--- src/rtl/accum_arbiter.sv ---
// accum_arbiter: round-robin access to one shared WIDTH-bit accumulator.
// Requesters send add/sub/clear/read commands. One command is granted at
// a time, executed in a single cycle, and the post-operation accumulator
// value is returned on one response port that honours backpressure.

// Per-requester command gate: passes the lane's op/data only when the lane
// holds the grant, so the top can merge all lanes with a plain OR.
module accum_arbiter_lane #(
  parameter int WIDTH = 16
) (
  input  logic             sel,
  input  logic [1:0]       op,
  input  logic [WIDTH-1:0] data,
  output logic [1:0]       op_m,
  output logic [WIDTH-1:0] data_m
);
  assign op_m   = sel ? op   : '0;
  assign data_m = sel ? data : '0;
endmodule

module accum_arbiter #(
  parameter  int NREQ  = 4,
  parameter  int WIDTH = 16,
  localparam int IDW   = (NREQ > 1) ? $clog2(NREQ) : 1
) (
  input  logic                  clock,
  input  logic                  reset,
  input  logic [NREQ-1:0]       io_req_valid,
  output logic [NREQ-1:0]       io_req_ready,
  input  logic [2*NREQ-1:0]     io_req_op,
  input  logic [WIDTH*NREQ-1:0] io_req_data,
  output logic                  io_resp_valid,
  input  logic                  io_resp_ready,
  output logic [IDW-1:0]        io_resp_id,
  output logic [WIDTH-1:0]      io_resp_data,
  output logic [WIDTH-1:0]      io_acc,
  output logic                  io_busy
);

  typedef enum logic [1:0] {
    IDLE = 2'd0,
    EXEC = 2'd1,
    RESP = 2'd2
  } state_t;

  typedef struct packed {
    logic [1:0]       op;
    logic [WIDTH-1:0] data;
    logic [IDW-1:0]   id;
  } cmd_t;

  localparam logic [1:0]   OP_ADD = 2'd0;
  localparam logic [1:0]   OP_SUB = 2'd1;
  localparam logic [1:0]   OP_CLR = 2'd2;
  // Ring size in the same width as the scan arithmetic (one extra bit so
  // ptr + offset never overflows before the wrap test).
  localparam logic [IDW:0] NREQ_W = (IDW+1)'(NREQ);

  state_t                     state;
  logic [IDW-1:0]             ptr;
  cmd_t                       cmd;
  cmd_t                       cmd_in;
  logic [WIDTH-1:0]           acc;
  logic [WIDTH-1:0]           acc_nxt;

  logic [NREQ-1:0][1:0]       op_arr;
  logic [NREQ-1:0][WIDTH-1:0] data_arr;
  logic [NREQ-1:0][1:0]       op_m;
  logic [NREQ-1:0][WIDTH-1:0] data_m;

  logic                       found;
  logic [IDW-1:0]             win;
  logic [IDW-1:0]             ptr_nxt;
  logic [NREQ-1:0]            grant_oh;
  logic                       take;

  assign op_arr   = io_req_op;
  assign data_arr = io_req_data;

  // Round-robin scan: first valid requester starting at ptr, wrapping.
  always_comb begin
    logic [IDW:0] idx;
    found = 1'b0;
    win   = '0;
    idx   = '0;
    for (int k = 0; k < NREQ; k++) begin
      idx = {1'b0, ptr} + (IDW+1)'(k);
      if (idx >= NREQ_W) idx = idx - NREQ_W;
      if (!found && io_req_valid[idx[IDW-1:0]]) begin
        found = 1'b1;
        win   = idx[IDW-1:0];
      end
    end
  end

  // Pointer moves just past the winner so it becomes lowest priority.
  always_comb begin
    logic [IDW:0] inc;
    inc = {1'b0, win} + (IDW+1)'(1);
    if (inc == NREQ_W) inc = '0;
    ptr_nxt = inc[IDW-1:0];
  end

  // Grant is combinational from valid, only while idle and out of reset.
  assign grant_oh     = found ? (NREQ'(1) << win) : '0;
  assign io_req_ready = (state == IDLE && !reset) ? grant_oh : '0;
  assign take         = |io_req_ready;

  accum_arbiter_lane #(.WIDTH(WIDTH)) u_lane [NREQ-1:0] (
    .sel    (grant_oh),
    .op     (op_arr),
    .data   (data_arr),
    .op_m   (op_m),
    .data_m (data_m)
  );

  // Merge the gated lanes into the command captured on the handshake.
  always_comb begin
    cmd_in = '0;
    for (int i = 0; i < NREQ; i++) begin
      cmd_in.op   = cmd_in.op   | op_m[i];
      cmd_in.data = cmd_in.data | data_m[i];
    end
    cmd_in.id = win;
  end

  // Accumulator datapath; unsigned, wraps modulo 2^WIDTH.
  always_comb begin
    acc_nxt = acc;
    case (cmd.op)
      OP_ADD:  acc_nxt = acc + cmd.data;
      OP_SUB:  acc_nxt = acc - cmd.data;
      OP_CLR:  acc_nxt = '0;
      default: acc_nxt = acc;
    endcase
  end

  // Sequencer: grant in IDLE, update acc in EXEC, hold the response in RESP.
  always_ff @(posedge clock) begin
    if (reset) begin
      state         <= IDLE;
      ptr           <= '0;
      cmd           <= '0;
      acc           <= '0;
      io_resp_valid <= 1'b0;
      io_resp_id    <= '0;
      io_resp_data  <= '0;
    end else begin
      case (state)
        IDLE: begin
          if (take) begin
            cmd   <= cmd_in;
            ptr   <= ptr_nxt;
            state <= EXEC;
          end
        end
        EXEC: begin
          acc           <= acc_nxt;
          io_resp_data  <= acc_nxt;
          io_resp_id    <= cmd.id;
          io_resp_valid <= 1'b1;
          state         <= RESP;
        end
        RESP: begin
          if (io_resp_ready) begin
            io_resp_valid <= 1'b0;
            state         <= IDLE;
          end
        end
        default: state <= IDLE;
      endcase
    end
  end

  assign io_acc  = acc;
  assign io_busy = (state != IDLE);

endmodule
--- config.mk ---
export PLATFORM = sky130hd
export DESIGN_NAME = accum_arbiter
export DESIGN_NICKNAME = d
export VERILOG_FILES = /design/src/rtl/accum_arbiter.sv
export SDC_FILE = /design/constraint.sdc
export NUM_CORES = 1
export LEC_CHECK = 0
export BUFFER_PORTS_ARGS = -buffer_cell sky130_fd_sc_hd__buf_2
export CAP_MARGIN = 15
export CORE_AREA = 2 2 98 100
export DETAILED_ROUTE_END_ITERATION = 10
export DIE_AREA = 0 0 100 102
export PLACE_DENSITY = 0.7
export SLEW_MARGIN = 30
export SYNTH_ARGS = -nofsm -noshare
export SYNTH_HDL_FRONTEND = slang
export SYNTH_HIERARCHICAL = 1
export SYNTH_SLANG_ARGS = --single-unit
--- constraint.sdc ---
create_clock -name clock -period 7.9 [get_ports clock]
set_input_delay 1.58 -clock clock [delete_from_list [all_inputs] [get_ports clock]]
set_output_delay 1.58 -clock clock [all_outputs]
set_load 0.05 [all_outputs]
==> After elaboration in Yosys (flattened, before gate mapping) <==
Index checks and enable logic that the tools add are counted.
{ "word_totals": {"ff_bits": 43, "input_bits": 79, "output_inout_bits": 40, "word_cells": 95} }
{ "classes": {"n_addsub": 10, "magnitude_cmp": 8, "n_eq_ne": 7, "shift": 1, "muxes": 37, "bitwise": 6, "n_reduce_logical": 18} }
{ "op_table": {"columns": ["op", "n"], "rows": [
  ["$mux 16", 4],
  ["$or 16x16->16", 3],
  ["$pmux 16 s3", 1],
  ["$mux 2", 15],
  ["$add 16x16->16", 1],
  ["$sub 16x16->16", 1],
  ["$lt 2x3->1 const B", 4],
  ["$ge 3x3->1 const B", 3],
  ["$mux 1", 9],
  ["$bmux 1 s2", 4],
  ["$mux 4", 2],
  ["$reduce_and 2->1", 4],
  ["$sub 2x1->2 const B", 4],
  ["$add 2x1->3 const B", 2],
  ["$add 2x2->3 const B", 2],
  ["$or 2x2->2", 3],
  ["$pmux 2 s3", 1],
  ["$eq 2x1->1 const B", 2],
  ["$eq 2x2->1 const B", 2],
  ["$logic_and 1x1->1", 4],
  ["$logic_not 1->1", 4],
  ["$logic_not 2->1", 2],
  ["$ne 2x2->1 const B", 2],
  ["$reduce_bool 2->1", 2],
  ["other kinds (6)", 6]
]} }

==> Depth between registers and ports, before layout <==
Gate-level depths: netlist of run 1.
{ "depth": {"ltp_word": 20, "ltp_mapped": 13, "mapped_depth_nobuf": 13} }

==> By module <==
The synthesis of run 1 kept the hierarchy.
{ "modules_own_cells": {"columns": ["mod", "instances", "cells_per_inst", "area_each_um2", "seq_area_each_um2"], "rows": [
  ["accum_arbiter", 1, 365, 2986.6, 860.8],
  ["accum_arbiter_lane", 4, 19, 141.4, 0.0]
]} }

==> Worst setup path before layout of run 1 <==
OpenSTA, ideal clock, no wires.
{ "synth_timing": {"path_kind": "in2out", "from": "input io_req_valid[0]", "to": "output io_req_ready[3]", "t_arrival_ns": 2.862, "required_time_ns": 6.320, "slack_ns": 3.458, "stages": 6, "path_buffers": 0, "cell_sequence": "inv_1 -> nor2_1 -> a211o_1 -> a21oi_1 -> ha_1 -> and2_1"} }
{ "synth_rtl": {"columns": ["item", "line_no", "text"], "rows": [
  ["start: declaration", "28", "input logic [NREQ-1:0] io_req_valid,"],
  ["end: declaration", "29", "output logic [NREQ-1:0] io_req_ready,"]
]} }

==> results of run 1 <==
cells in the mapped netlist, types with 8 or more instances:
| cell | number | area [µm²] |
|---|---|---|
| sky130_fd_sc_hd__dfxtp_1 | 43 | 860.8 |
| sky130_fd_sc_hd__buf_4 | 18 | 135.1 |
| sky130_fd_sc_hd__xor2_1 | 9 | 78.83 |
| sky130_fd_sc_hd__nor2b_1 | 8 | 50.05 |
| sky130_fd_sc_hd__nor2_1 | 49 | 183.9 |
| sky130_fd_sc_hd__xnor2_1 | 14 | 122.6 |
| sky130_fd_sc_hd__inv_1 | 14 | 52.55 |
| sky130_fd_sc_hd__a211oi_1 | 20 | 150.1 |
| sky130_fd_sc_hd__nor4_1 | 18 | 112.6 |
| sky130_fd_sc_hd__and2_1 | 20 | 125.1 |
| sky130_fd_sc_hd__and2_2 | 56 | 420.4 |
| sky130_fd_sc_hd__o21ai_0 | 21 | 105.1 |
| sky130_fd_sc_hd__a21oi_1 | 20 | 100.1 |
| sky130_fd_sc_hd__ha_1 | 20 | 250.2 |
| sky130_fd_sc_hd__nand2_1 | 22 | 82.58 |
state kept, by name, summed over array words and instances, names as in the netlist:
signal	count
io_resp_id	2
state	2
cmd	20
io_resp_valid	1
ptr	2
io_acc	16
logic make-up after synthesis:
family / Yosys count / synth area share
compound gates: 98 / 0.1835
flops: 43 / 0.2423
simple gates: 198 / 0.3283
mux: 6 / 0.01691
buf+inv: 51 / 0.09158
fa+ha+maj: 21 / 0.07608
xor+xnor: 24 / 0.06129
layer usage:
metal  global-route usage  wire (µm)  up-vias  part of all wire
met2               0.2895       3868      124              0.46
met1               0.2182       4025     1476              0.47
met4              0.05058        141        0             0.017
met5                    0          0        -                 0
li1                     -          -     1707                 -
met3              0.02326        450       15             0.053
power by group:
part           total [mW]  switching (mW)  internal [mW]
sequential          0.342          0.0693          0.272
combinational        1.06           0.660          0.396
clock               0.141          0.0792         0.0615
cell usage in the layout (no fill, tap or decap), types with 2 or more instances in the layout:
cell                           n
sky130_fd_sc_hd__a211oi_1     20
sky130_fd_sc_hd__nor4_2        3
sky130_fd_sc_hd__or3_1         3
sky130_fd_sc_hd__clkinvlp_4    2
sky130_fd_sc_hd__nand2b_1      2
sky130_fd_sc_hd__clkbuf_8      5
sky130_fd_sc_hd__o21ai_0      21
sky130_fd_sc_hd__o211ai_1      2
sky130_fd_sc_hd__nor2_1       49
sky130_fd_sc_hd__inv_1        14
sky130_fd_sc_hd__mux2i_1       6
sky130_fd_sc_hd__o2111ai_1     2
sky130_fd_sc_hd__a21oi_1      20
sky130_fd_sc_hd__o31ai_1       3
sky130_fd_sc_hd__and2_2       56
sky130_fd_sc_hd__o21a_1        6
sky130_fd_sc_hd__buf_2       118
sky130_fd_sc_hd__xnor2_1      14
sky130_fd_sc_hd__ha_1         20
sky130_fd_sc_hd__nand3_1       4
sky130_fd_sc_hd__nor4_1       18
sky130_fd_sc_hd__nor3_1        4
sky130_fd_sc_hd__o41ai_1       2
sky130_fd_sc_hd__nor2b_1       5
sky130_fd_sc_hd__xor2_1        9
sky130_fd_sc_hd__a31oi_1       2
sky130_fd_sc_hd__nor2b_2       3
sky130_fd_sc_hd__nand2_1      22
sky130_fd_sc_hd__and3_1        2
sky130_fd_sc_hd__and2_1       20
sky130_fd_sc_hd__dfxtp_1      43
sky130_fd_sc_hd__a21o_1        5
sky130_fd_sc_hd__a22oi_1       4
area by class of cell:
| type | count | area, µm² | share of cell area |
|---|---|---|---|
| clock buffer | 5 | 68.82 | 0.01673 |
| clock inverter | 3 | 20.02 | 0.004868 |
| inverter | 14 | 52.55 | 0.01278 |
| multi-input combinational | 347 | 2374 | 0.5771 |
| sequential | 43 | 860.8 | 0.2093 |
| tap | 111 | 138.9 | 0.03377 |
| timing repair buffer | 119 | 598.1 | 0.1454 |
through the flow:
step                      cell area (µm²)  worst slack, ns  power (mW)  hold slack [ns]
after floorplan                      3552            3.458       1.233           0.4418
after global placement               4016            3.251       1.368           0.4697
after detailed placement             4016            3.150       1.395           0.4746
after CTS                            4105            3.148       1.539           0.4865
after global routing                 4113            3.036       1.669           0.5303
final                                4113            3.123       1.538           0.4897
how the worst min path moves through the flow:
stage / from / to / slack (ns) / depth (start not counted)
after global placement: state[1] / io_resp_valid / 0.47 / 1
after floorplan: state[1] / io_resp_valid / 0.44 / 1
after CTS: state[1] / io_resp_valid / 0.49 / 1
after detailed placement: state[1] / io_resp_valid / 0.47 / 1
after global routing: state[1] / io_resp_valid / 0.53 / 1
final: state[1] / io_resp_valid / 0.49 / 1
worst max-delay path, stage by stage:
cell and delay [ns]:
sky130_fd_sc_hd__buf_2 0.12, sky130_fd_sc_hd__inv_1 0.07, sky130_fd_sc_hd__nor2_1 0.05, sky130_fd_sc_hd__a211o_1 0.26, sky130_fd_sc_hd__a21oi_1 0.38, sky130_fd_sc_hd__inv_1 0.12
sky130_fd_sc_hd__ha_1 0.25, sky130_fd_sc_hd__and2_1 0.15, sky130_fd_sc_hd__buf_2 0.21
==> results.txt, run 1 <==
- Sum of negative setup slack: 0 ns
* H-tree level count: 2
- Min Clock Period, post-route: 4.777 ns
- Routed vias: 3322
- Final number of max-transition violations: 0
* Final setup violation count: 0
* Floorplan core area: just over 0.009 mm²
- Wires add up to 8485 µm.
* TritonCTS clock tree: built
- CTS-repair resized insts: 0
* Post-layout utilization of the core: 0.4515
- Data required time at the worst endpoint: 6.32 ns
- After clock tree synthesis, the clock-pin slew on the worst setup and hold paths is 0.08 ns.
- Crit Reg-Reg Endpoint: io_acc[13]
- Run status: completed
- Post-DP HPWL: 6875 µm
- The initial antenna violation count is 0.
- Across the routed clock network, the largest skew measured is 0.01031 ns.
* End point of the critical path: io_req_ready[2]
- First-pass GRT wire length: between 10000 and 15000 µm
- At the worst endpoint, the arrival time is 3.20 ns.
* Number of standard cells in the layout, taps in and fillers out: 642
- For this run, the register share of the synthesized area comes to 0.2423.
- Ant. Diodes: 0
- In the global route stage, overall resource usage came out at 0.1675.
- Clock sink count: 43
- Final Cycle Share: 0.6047
- Worst Setup End Kind: output port
- Entering global routing, the biggest net connects 43 pins.
- Leakage: 1.912 nW
- DIE AREA: ~0.01 mm²
* Initial standard-cell utilization of the core: 0.3900
- In the final routed layout, each cell accounts on average for 13.22 µm.
- Post-route ant nets: 0
- TritonCTS Buffers: 5
- The detailed router finished its first iteration with 84 violations.
- The final count of hold timing violations is 0.
* Crit path launch: io_req_valid[0]
- In the synthesized netlist the dominant register cell turns out to be sky130_fd_sc_hd__dfxtp_1.
* Placer congestion estimate: 0.8522
- In the final layout, the share of cells above drive strength 1 is 0.3691.
- Row generation in the floorplan step produced 35 rows.
- Setup repair after global routing left no endpoint under its margin.
- VDD sags by at most 0.1117 mV.
- A synthesized cell averages 8.055 µm².
- Derived from the worst setup path, the maximum achievable clock frequency is 209.3 MHz.
* Cells after Synth: 441
- For the pin with the worst max-slew slack, the measured transition is 0.9235 ns.
- The net count of the finished layout is 630.
* Slew headroom: 0.3830
* Post-CTS setup buffer count: 0
- The tool flagged a number of max-cap violations equal to 0.
* Synth Warn #: 6
- The root buffer cell chosen for the clock tree is sky130_fd_sc_hd__clkbuf_8.
* Count of fill cells added during filler insertion: 940
* Vias in the first global route: around 3100
- The later pin in the worst-skew pair is clocked with a latency of 0.31 ns.
- between 100 and 150 I/O pins were placed.
- After detailed routing, the number of remaining DRC violations is 0.
* Placed insts: 634
* CP max FO: 5
- Cts hold-fix bufs: 0
- Overall die height: 102 µm
- Grt total ovfl: 0
* Worst R2R Start: cmd[4]
* Number of optimization iterations in the first detailed-route pass: 4
- Measured along the x axis, the die boundary spans roughly 100 µm.
- From synthesis to final layout, the design area changed by 15.78%.
- Power density cells: about 370 mW/mm²
- Summed instance area of the synthesized netlist: 0.003552 mm²
* CTS Buffer Depth: 2
- Via density: 5.174
- Setup slack on the worst reg-to-reg path comes out at roughly 4.8 ns.
- The path class of the tightest hold or removal check is flop to flop.
- Synthesis-stage register bit count: 43
- The synthesized netlist contains between 50 and 60 unique library cells.
* Number of enable-type register cells in the synthesized netlist: 0
- FFs w/ async S/R, synth: 0
* Category of the most critical setup path: input port to output port
- Input/output buffers: 118
- Worst-case reg-to-reg path depth: 10
- Type of element launching the critical path: input port
- Synthesis produced a netlist with a net count of 541.
Note: power is estimated with default switching activity, not from simulation.
==> run 2, diff against run 1 <==
==> constraint.sdc (replaced) <==
create_clock -name clock -period 4.95 [get_ports clock]
set_input_delay 0.99 -clock clock [delete_from_list [all_inputs] [get_ports clock]]
set_output_delay 0.99 -clock clock [all_outputs]
set_load 0.05 [all_outputs]
==> results.txt, run 2 (synthesized netlist as in run 1, its figures left out) <==
- Run status: completed (unchanged)
- Vias in the first global route: 3109 (unchanged)
- Maximum clock skew at final layout: 0.007701 ns (was 0.01031 ns)
- Via density: 5.160 (was 5.174)
- Die width: 100 µm (unchanged)
- The routability congestion estimate from global placement came to 0.8703 (was 0.8522).
- The via count was 3313 (was 3322).
- The number of violations of the max-capacitance limit came to 0 (unchanged).
- Final number of max-transition violations: 0 (unchanged)
- The dominant delay contributor by cell family on the critical path is compound AO/OA/AOI/OAI gates (unchanged).
- Sum of negative setup slack: 0 ns (unchanged)
- VDD IR-drop max: 0.1858 mV (was 0.1117 mV)
* Number of buffer and inverter instances along the worst setup path: 4 (unchanged)
- The total setup buffers inserted after CTS was 0 (unchanged).
- The register containing the most flip-flops in the final layout is cmd (unchanged).
- Multi-input gate area: 0.002376 mm² (was 0.002374 mm²)
* Setup repair after global routing missed its margin: false (unchanged)
- The utilization after layout came to 0.4549 (was 0.4515).
* Category of the most critical setup path: input port to output port (unchanged)
- TritonCTS clock tree: built (unchanged)
* Gr busiest metal: met2 (unchanged)
- The worst hold slack came to 0.4977 ns (was 0.4897 ns).
- The relative slew slack came to 0.5435 (was 0.3830).
* Number of DRC violations after detailed routing: 0 (unchanged)
- CP max FO: 5 (unchanged)
- Type of element launching the critical path: input port (unchanged)
- TritonCTS Buffers: 5 (unchanged)
- The final worst setup slack came to 1.335 ns (was 3.123 ns).
* GRT Total Usage: 0.1644 (was 0.1675)
* CTS-repair resized insts: 0 (unchanged)
* Commonest non-fill, non-tap cell in the layout: sky130_fd_sc_hd__buf_2 (unchanged)
- Detailed router's first-iteration violation count: 68 (was 84)
- The sink count of the clock tree is 43 (unchanged).
* CP peak stage delay: 0.38 ns (about the same)
- Initial standard-cell utilization of the core: 0.3900 (unchanged)
- Final setup violation count: 0 (unchanged)
* Ant. Diodes: 0 (unchanged)
* Initial antenna violation count: 0 (unchanged)
- The met3 track demand over resource came to 0.01984 (was 0.02326).
- The relative area change from synthesis to final layout was 16.66% (was 15.78%).
* Grt total ovfl: 0 (unchanged)
- The endpoint arrival time on the critical path was 2.62 ns (was 3.20 ns).
- The number of search-and-repair iterations in the first detailed-routing pass was 4 (unchanged).
* # IOs: 119 (unchanged)
* Floorplan core area: 0.009109 mm² (unchanged)
- The overall die height is 102 µm (unchanged).
- Routed wirelength normalized by instance count: 13.08 µm (was 13.22 µm)
- Slew at the pin closest to its max-slew limit: 0.6776 ns (was 0.9235 ns)
- Layout cells sized above 1: 0.3710 (was 0.3691)
* Number of flip-flops in the largest register: 20 (unchanged)
- Wire length after detailed routing: 8399 µm (was 8485 µm)
* Row Count: 35 (unchanged)
- Final hold violation count: 0 (unchanged)
- The number of buffers added to fix hold violations after cts came to 0 (unchanged).
- Input/output buffers: 118 (unchanged)
- The cell leakage power came to 1.933 nW (was 1.912 nW).
- The clock-pin slew of the registers on the worst-case setup and hold paths is 0.08 ns (about the same).
- H-tree level count: 2 (unchanged)
- The area of all sequential standard cells is 860.8 µm² (unchanged).
* Cells along the critical path: buf_2 -> inv_1 -> nor2_1 -> a211o_1 -> a21oi_1 -> inv_1 -> ha_1 -> and2_1 -> buf_2 (unchanged)
- Crit-path slowest cell: sky130_fd_sc_hd__a21oi_1 (unchanged)
- The overall power after layout was 2.509 mW (was 1.538 mW).
- In the finished design, the share of the clock period the worst path needs comes to 0.7302.
- The total half-perimeter wirelength after legalization and detailed placement is 6727 µm (was 6875 µm).
* CTS Buffer Depth: 2 (unchanged)
- Pin count of the biggest net entering global routing: 43 (unchanged)
- Count of fill cells added during filler insertion: 915 (was 940)
- The number of nets in the layout came to 630 (unchanged).
- Data required time at the worst endpoint: 3.96 ns (was 6.32 ns)
* Most frequent cells in the layout: sky130_fd_sc_hd__buf_2 (118), sky130_fd_sc_hd__and2_2 (56), sky130_fd_sc_hd__nor2_1 (49) (unchanged)
- Derived from the worst setup path, the maximum achievable clock frequency is 276.7 MHz.
- Post-route ant nets: 0 (unchanged)
- Worst Setup End Kind: output port (unchanged)
- The power per cell area is 605.4 mW/mm² (was 374.0 mW/mm²).
- Min Clock Period, post-route: 3.615 ns
* DIE AREA: 0.01020 mm² (unchanged)
* Global routing met1 resource utilization: 0.2195 (was 0.2182)
- The worst-skew pair later-pin latency is 0.29 ns (was 0.31 ns).
- The wire length of the first global-routing pass is 14060 µm (was 14150 µm).
- Met2 GRT Util: 0.2812 (was 0.2895)
- The kind of path behind the tightest hold check is flop to flop (unchanged).
- The worst setup timing slack at the placement stage was 1.360 ns (was 3.150 ns).
* Cell chosen for the clock root: sky130_fd_sc_hd__clkbuf_8 (unchanged)
-- run 2: changes by cell type in the layout (fill, tap and decap cells not counted), sizes merged --
cell,before,now
clkbuf,5,6
bufinv,0,1
clkinvlp,2,0
-- run 2: routing by layer --
layer | share of wire | vias to the layer above
met5 | 0 | -
met4 | 0.017 | 0
met3 | 0.055 | 14
met2 | 0.44 | 121
met1 | 0.49 | 1480
li1 | - | 1698
-- run 2: layout make-up --
| type | count | share of cell area |
|---|---|---|
| timing repair buffer | 119 | 0.1443 |
| tap | 111 | 0.03351 |
| clock buffer | 6 | 0.01993 |
| clock inverter | 2 | 0.008454 |
| inverter | 14 | 0.01268 |
| sequential | 43 | 0.2077 |
| multi-input combinational | 347 | 0.5734 |
-- run 2: worst reg2reg max path, cell delays in order (launching register included) --
cell                       delay [ns]
sky130_fd_sc_hd__dfxtp_1         0.39
sky130_fd_sc_hd__nor4_4          0.45
sky130_fd_sc_hd__a21oi_1         0.15
sky130_fd_sc_hd__xnor2_1         0.15
sky130_fd_sc_hd__ha_1            0.35
sky130_fd_sc_hd__a21oi_1         0.18
sky130_fd_sc_hd__nand2_1         0.07
sky130_fd_sc_hd__o21ai_0         0.54
sky130_fd_sc_hd__o211ai_1        0.24
sky130_fd_sc_hd__mux2i_1         0.16
sky130_fd_sc_hd__a221o_2         0.30
-- run 2: metrics by stage --
stage | cells | area, µm²
after floorplan | 441 | 3552
after global placement | 634 | 4016
after detailed placement | 634 | 4016
after CTS | 642 | 4134
after global routing | 642 | 4144
final | 642 | 4144
-- run 2: final timing paths --
path	start	to	slack, ns	cells after the start
hold reg to reg	io_acc[10]	io_acc[10]	0.50	2
hold / removal	io_acc[10]	io_acc[10]	0.50	2
setup reg to reg	cmd[4]	io_acc[13]	1.86	10
setup / recovery	io_req_valid[0]	io_req_ready[0]	1.34	9
-- run 2: power by group --
group / switching (mW) / internal (mW)
Combinational: 1.05 / 0.632
Clock: 0.119 / 0.163
Sequential: 0.110 / 0.435
Total: 1.28 / 1.23
==> run 3, diff against run 2 <==
--- a/config.mk
+++ b/config.mk
@@ -10,7 +10,7 @@
 export CORE_AREA = 2 2 98 100
 export DETAILED_ROUTE_END_ITERATION = 10
 export DIE_AREA = 0 0 100 102
-export PLACE_DENSITY = 0.7
+export PLACE_DENSITY = 0.73
 export SLEW_MARGIN = 30
 export SYNTH_ARGS = -nofsm -noshare
 export SYNTH_HDL_FRONTEND = slang
==> constraint.sdc (replaced) <==
create_clock -name clock -period 3.1 [get_ports clock]
set_input_delay 0.62 -clock clock [delete_from_list [all_inputs] [get_ports clock]]
set_output_delay 0.62 -clock clock [all_outputs]
set_load 0.05 [all_outputs]
==> results.txt, run 3 (synthesized netlist as in run 1, its figures left out) <==
- Run status: completed (unchanged).
- Cell depth of the worst setup path: 11 (was 9)
* Slew headroom: 0.6240 (was 0.5435)
- The area occupied by multi-input gates came to 0.002369 mm² (was 0.002376 mm²).
- Initial antenna violation count: 0 (unchanged)
- Class of the most critical hold timing path: flop to flop (unchanged)
- The clock buffer count from CTS came to 5 (unchanged).
- VDD IR-drop max: 0.3097 mV (was 0.1858 mV)
* Hold wc startpoint: io_resp_id[0] (was io_acc[10])
* Cell family with most CP delay: compound AO/OA/AOI/OAI gates (unchanged)
- Clock sink count: 43 (unchanged)
- # nets final: 640 (was 630)
- Number of cells on the worst hold path: 2 (unchanged)
- Post-route ant nets: 0 (unchanged)
- The data required time at the worst endpoint is 3.29 ns (was 3.96 ns).
- The final clock skew was 0.003401 ns (was 0.007701 ns).
* Worst Setup End Kind: flop (was output port)
* Placed insts: 641 (was 634)
- The routed design could run at a clock period as short as 2.931 ns.
- The cell leakage power was 1.967 nW (was 1.933 nW).
- The filler cell count is 884 (was 915).
- The total detailed-routing wirelength came to 8376 µm (was 8399 µm).
- The number of buffers and inverters on the critical path came to 2 (was 4).
- The worst-skew pair later-pin latency was 0.30 ns (was 0.29 ns).
- The number of pins with negative max-slew slack in the final report came to 0 (unchanged).
* # IOs: 119 (unchanged)
* Commonest non-fill, non-tap cell in the layout: sky130_fd_sc_hd__buf_2 (unchanged)
- The number of vias per cell was 5.055 (was 5.160).
- Most frequent cells in the layout: sky130_fd_sc_hd__buf_2 (118), sky130_fd_sc_hd__and2_2 (56), sky130_fd_sc_hd__nor2_1 (49) (unchanged).
* Number of flip-flops in the largest register: 20 (unchanged)
* Grt total ovfl: 0 (unchanged)
- The launching element of the worst setup path was cmd[18] (was io_req_valid[0]).
* Type of element launching the critical path: flop (was input port)
- End point of the critical path: io_acc[13] (was io_req_ready[0])
- Power density cells: 950.0 mW/mm² (was 605.4 mW/mm²)
- The total half-perimeter wirelength after legalization and detailed placement was 6796 µm (was 6727 µm).
- The wire length of the first global-routing pass was 13890 µm (was 14060 µm).
- Number of standard cells in the layout, taps in and fillers out: 651 (was 642)
- The beginning of the worst register-to-register path was cmd[18] (was cmd[4]).
- The routability congestion estimate from global placement is 0.8770 (was 0.8703).
* Row Count: 35 (unchanged)
- Crit Reg-Reg Endpoint: io_acc[13] (unchanged)
* Sum of negative setup slack: 0 ns (unchanged)
* Final Cycle Share: 0.9456
- Final hold violation count: 0 (unchanged)
- The total core area is 0.009109 mm² (unchanged).
- The combined global-route utilization of all metal layers was 0.1649 (was 0.1644).
- Crit-path slowest cell: sky130_fd_sc_hd__o21ai_0 (was sky130_fd_sc_hd__a21oi_1)
* TritonCTS clock tree: built (unchanged)
- The post-cts sizing count is 0 (unchanged).
- CTS Buffer Depth: 2 (unchanged)
- Peak Freq: 341.1 MHz
* H-tree level count: 2 (unchanged)
* Synth-to-Final Area Change: 17.72% (was 16.66%)
- Cells along the critical path: or2b_2 -> o21ai_0 -> inv_1 -> ha_1 -> nand2b_1 -> a21oi_1 -> o21ai_0 -> buf_4 -> o211ai_1 -> mux2i_1 -> a221o_2 (was buf_2 -> inv_1 -> nor2_1 -> a211o_1 -> a21oi_1 -> inv_1 -> ha_1 -> and2_1 -> buf_2).
- Cts hold-fix bufs: 0 (unchanged)
- Area used by sequential logic in the layout: 860.8 µm² (unchanged)
- The clock-pin slew of the registers on the worst-case setup and hold paths is 0.08 ns (about the same).
- The fraction of final layout cells with drive strength greater than 1 is 0.3759 (was 0.3710).
* Category of the most critical setup path: flop to flop (was input port to output port)
* Crit path top cell by count: sky130_fd_sc_hd__o21ai_0
* Detailed router's first-iteration violation count: 167 (was 68)
- The maximum fanout along the worst path was 10 (was 5).
- Number of optimization iterations in the first detailed-route pass: 4 (unchanged)
- The count of input and output buffers was 118 (unchanged).
- Number of DRC violations after detailed routing: 0 (unchanged)
* Initial standard-cell utilization of the core: 0.3900 (unchanged)
- The via count came to 3291 (was 3313).
- Cell chosen for the clock root: sky130_fd_sc_hd__clkbuf_8 (unchanged)
* DIE AREA: 0.01020 mm² (unchanged)
- The total setup buffers inserted after CTS was 0 (unchanged).
* Final setup violation count: 0 (unchanged)
* CP peak stage delay: 0.41 ns (was 0.38 ns)
* Ant. Diodes: 0 (unchanged)
- Number of violations of the max-capacitance limit: 0 (unchanged)
* Slack of the worst reg-to-reg path: 0.17 ns (was 1.86 ns)
* Pin count of the biggest net entering global routing: 43 (unchanged)
- WP data arrival: 3.12 ns (was 2.62 ns)
* Register name with the most flops: cmd (unchanged)
- Routed wirelength normalized by instance count: 12.87 µm (was 13.08 µm)
- The overall die height was 102 µm (unchanged).
- Final critical-path setup slack: 0.1687 ns (was 1.335 ns)
- The logic depth of the worst register-to-register path was 11 (was 10).
- Die width: 100 µm (unchanged)
- The worst setup timing slack at the placement stage was 0.001695 ns (was 1.360 ns).
* Vias in the first global route: 3090 (was 3109)
* Slew at the pin closest to its max-slew limit: 0.5628 ns (was 0.6776 ns)
## run 3: changes by cell type in the layout (fill, tap and decap cells not counted)
cell / change
sky130_fd_sc_hd__nor2b_1: +3
sky130_fd_sc_hd__buf_4: +10
sky130_fd_sc_hd__nor2b_2: -3
sky130_fd_sc_hd__bufinv_16: -1
## run 3: area by class of cell
type / instances / area share
Tap cell: 111 / 0.03321
Inverter: 14 / 0.01257
Clock buffer: 6 / 0.01975
Multi-Input combinational cell: 347 / 0.5664
Clock inverter: 1 / 0.001197
Timing Repair Buffer: 129 / 0.1610
Sequential cell: 43 / 0.2059
## run 3: report_power, final
part | internal (mW) | total [mW] | switching, mW
combinational | 1.06 | 2.74 | 1.68
sequential | 0.694 | 0.866 | 0.172
clock | 0.175 | 0.364 | 0.189
total | 1.93 | 3.97 | 2.04
## run 3: worst min path at each step
stage,slack (ns),endpoint
finish,0.49,io_resp_id[0]
global route,0.53,io_resp_id[1]
CTS,0.50,io_resp_id[0]
detailed placement,0.48,io_resp_id[0]
global placement,0.46,io_resp_valid
floorplan,0.44,io_resp_valid
## run 3: layer usage
layer  GRT usage  share of wire  routed length [µm]  up-vias
met2      0.2874           0.45                3808      129
met1      0.2126           0.47                3927     1422
met4     0.05690          0.021                 178        0
li1            -              -                   -     1726
met5           0              0                   0        -
met3     0.01915          0.055                 462       14
## run 3: through the flow
step | instance area (µm²) | utilization | hold WS (ns) | power [mW]
2_1_floorplan | 3552 | - | 0.4418 | 3.142
3_3_place_gp | 4069 | 0.4467 | 0.4611 | 3.508
3_5_place_dp | 4069 | 0.4467 | 0.4803 | 3.582
4_1_cts | 4156 | 0.4563 | 0.5017 | 3.951
5_1_grt | 4182 | 0.4591 | 0.5288 | 4.298
6_report | 4182 | 0.4591 | 0.4932 | 3.973
## run 3: tightest hold or removal path: cells and delay by family (launching register included)
kind | cells | cell delay (ns)
DFF | 1 | 0.33
and+or+nand+nor | 1 | 0.07
muxes | 1 | 0.06
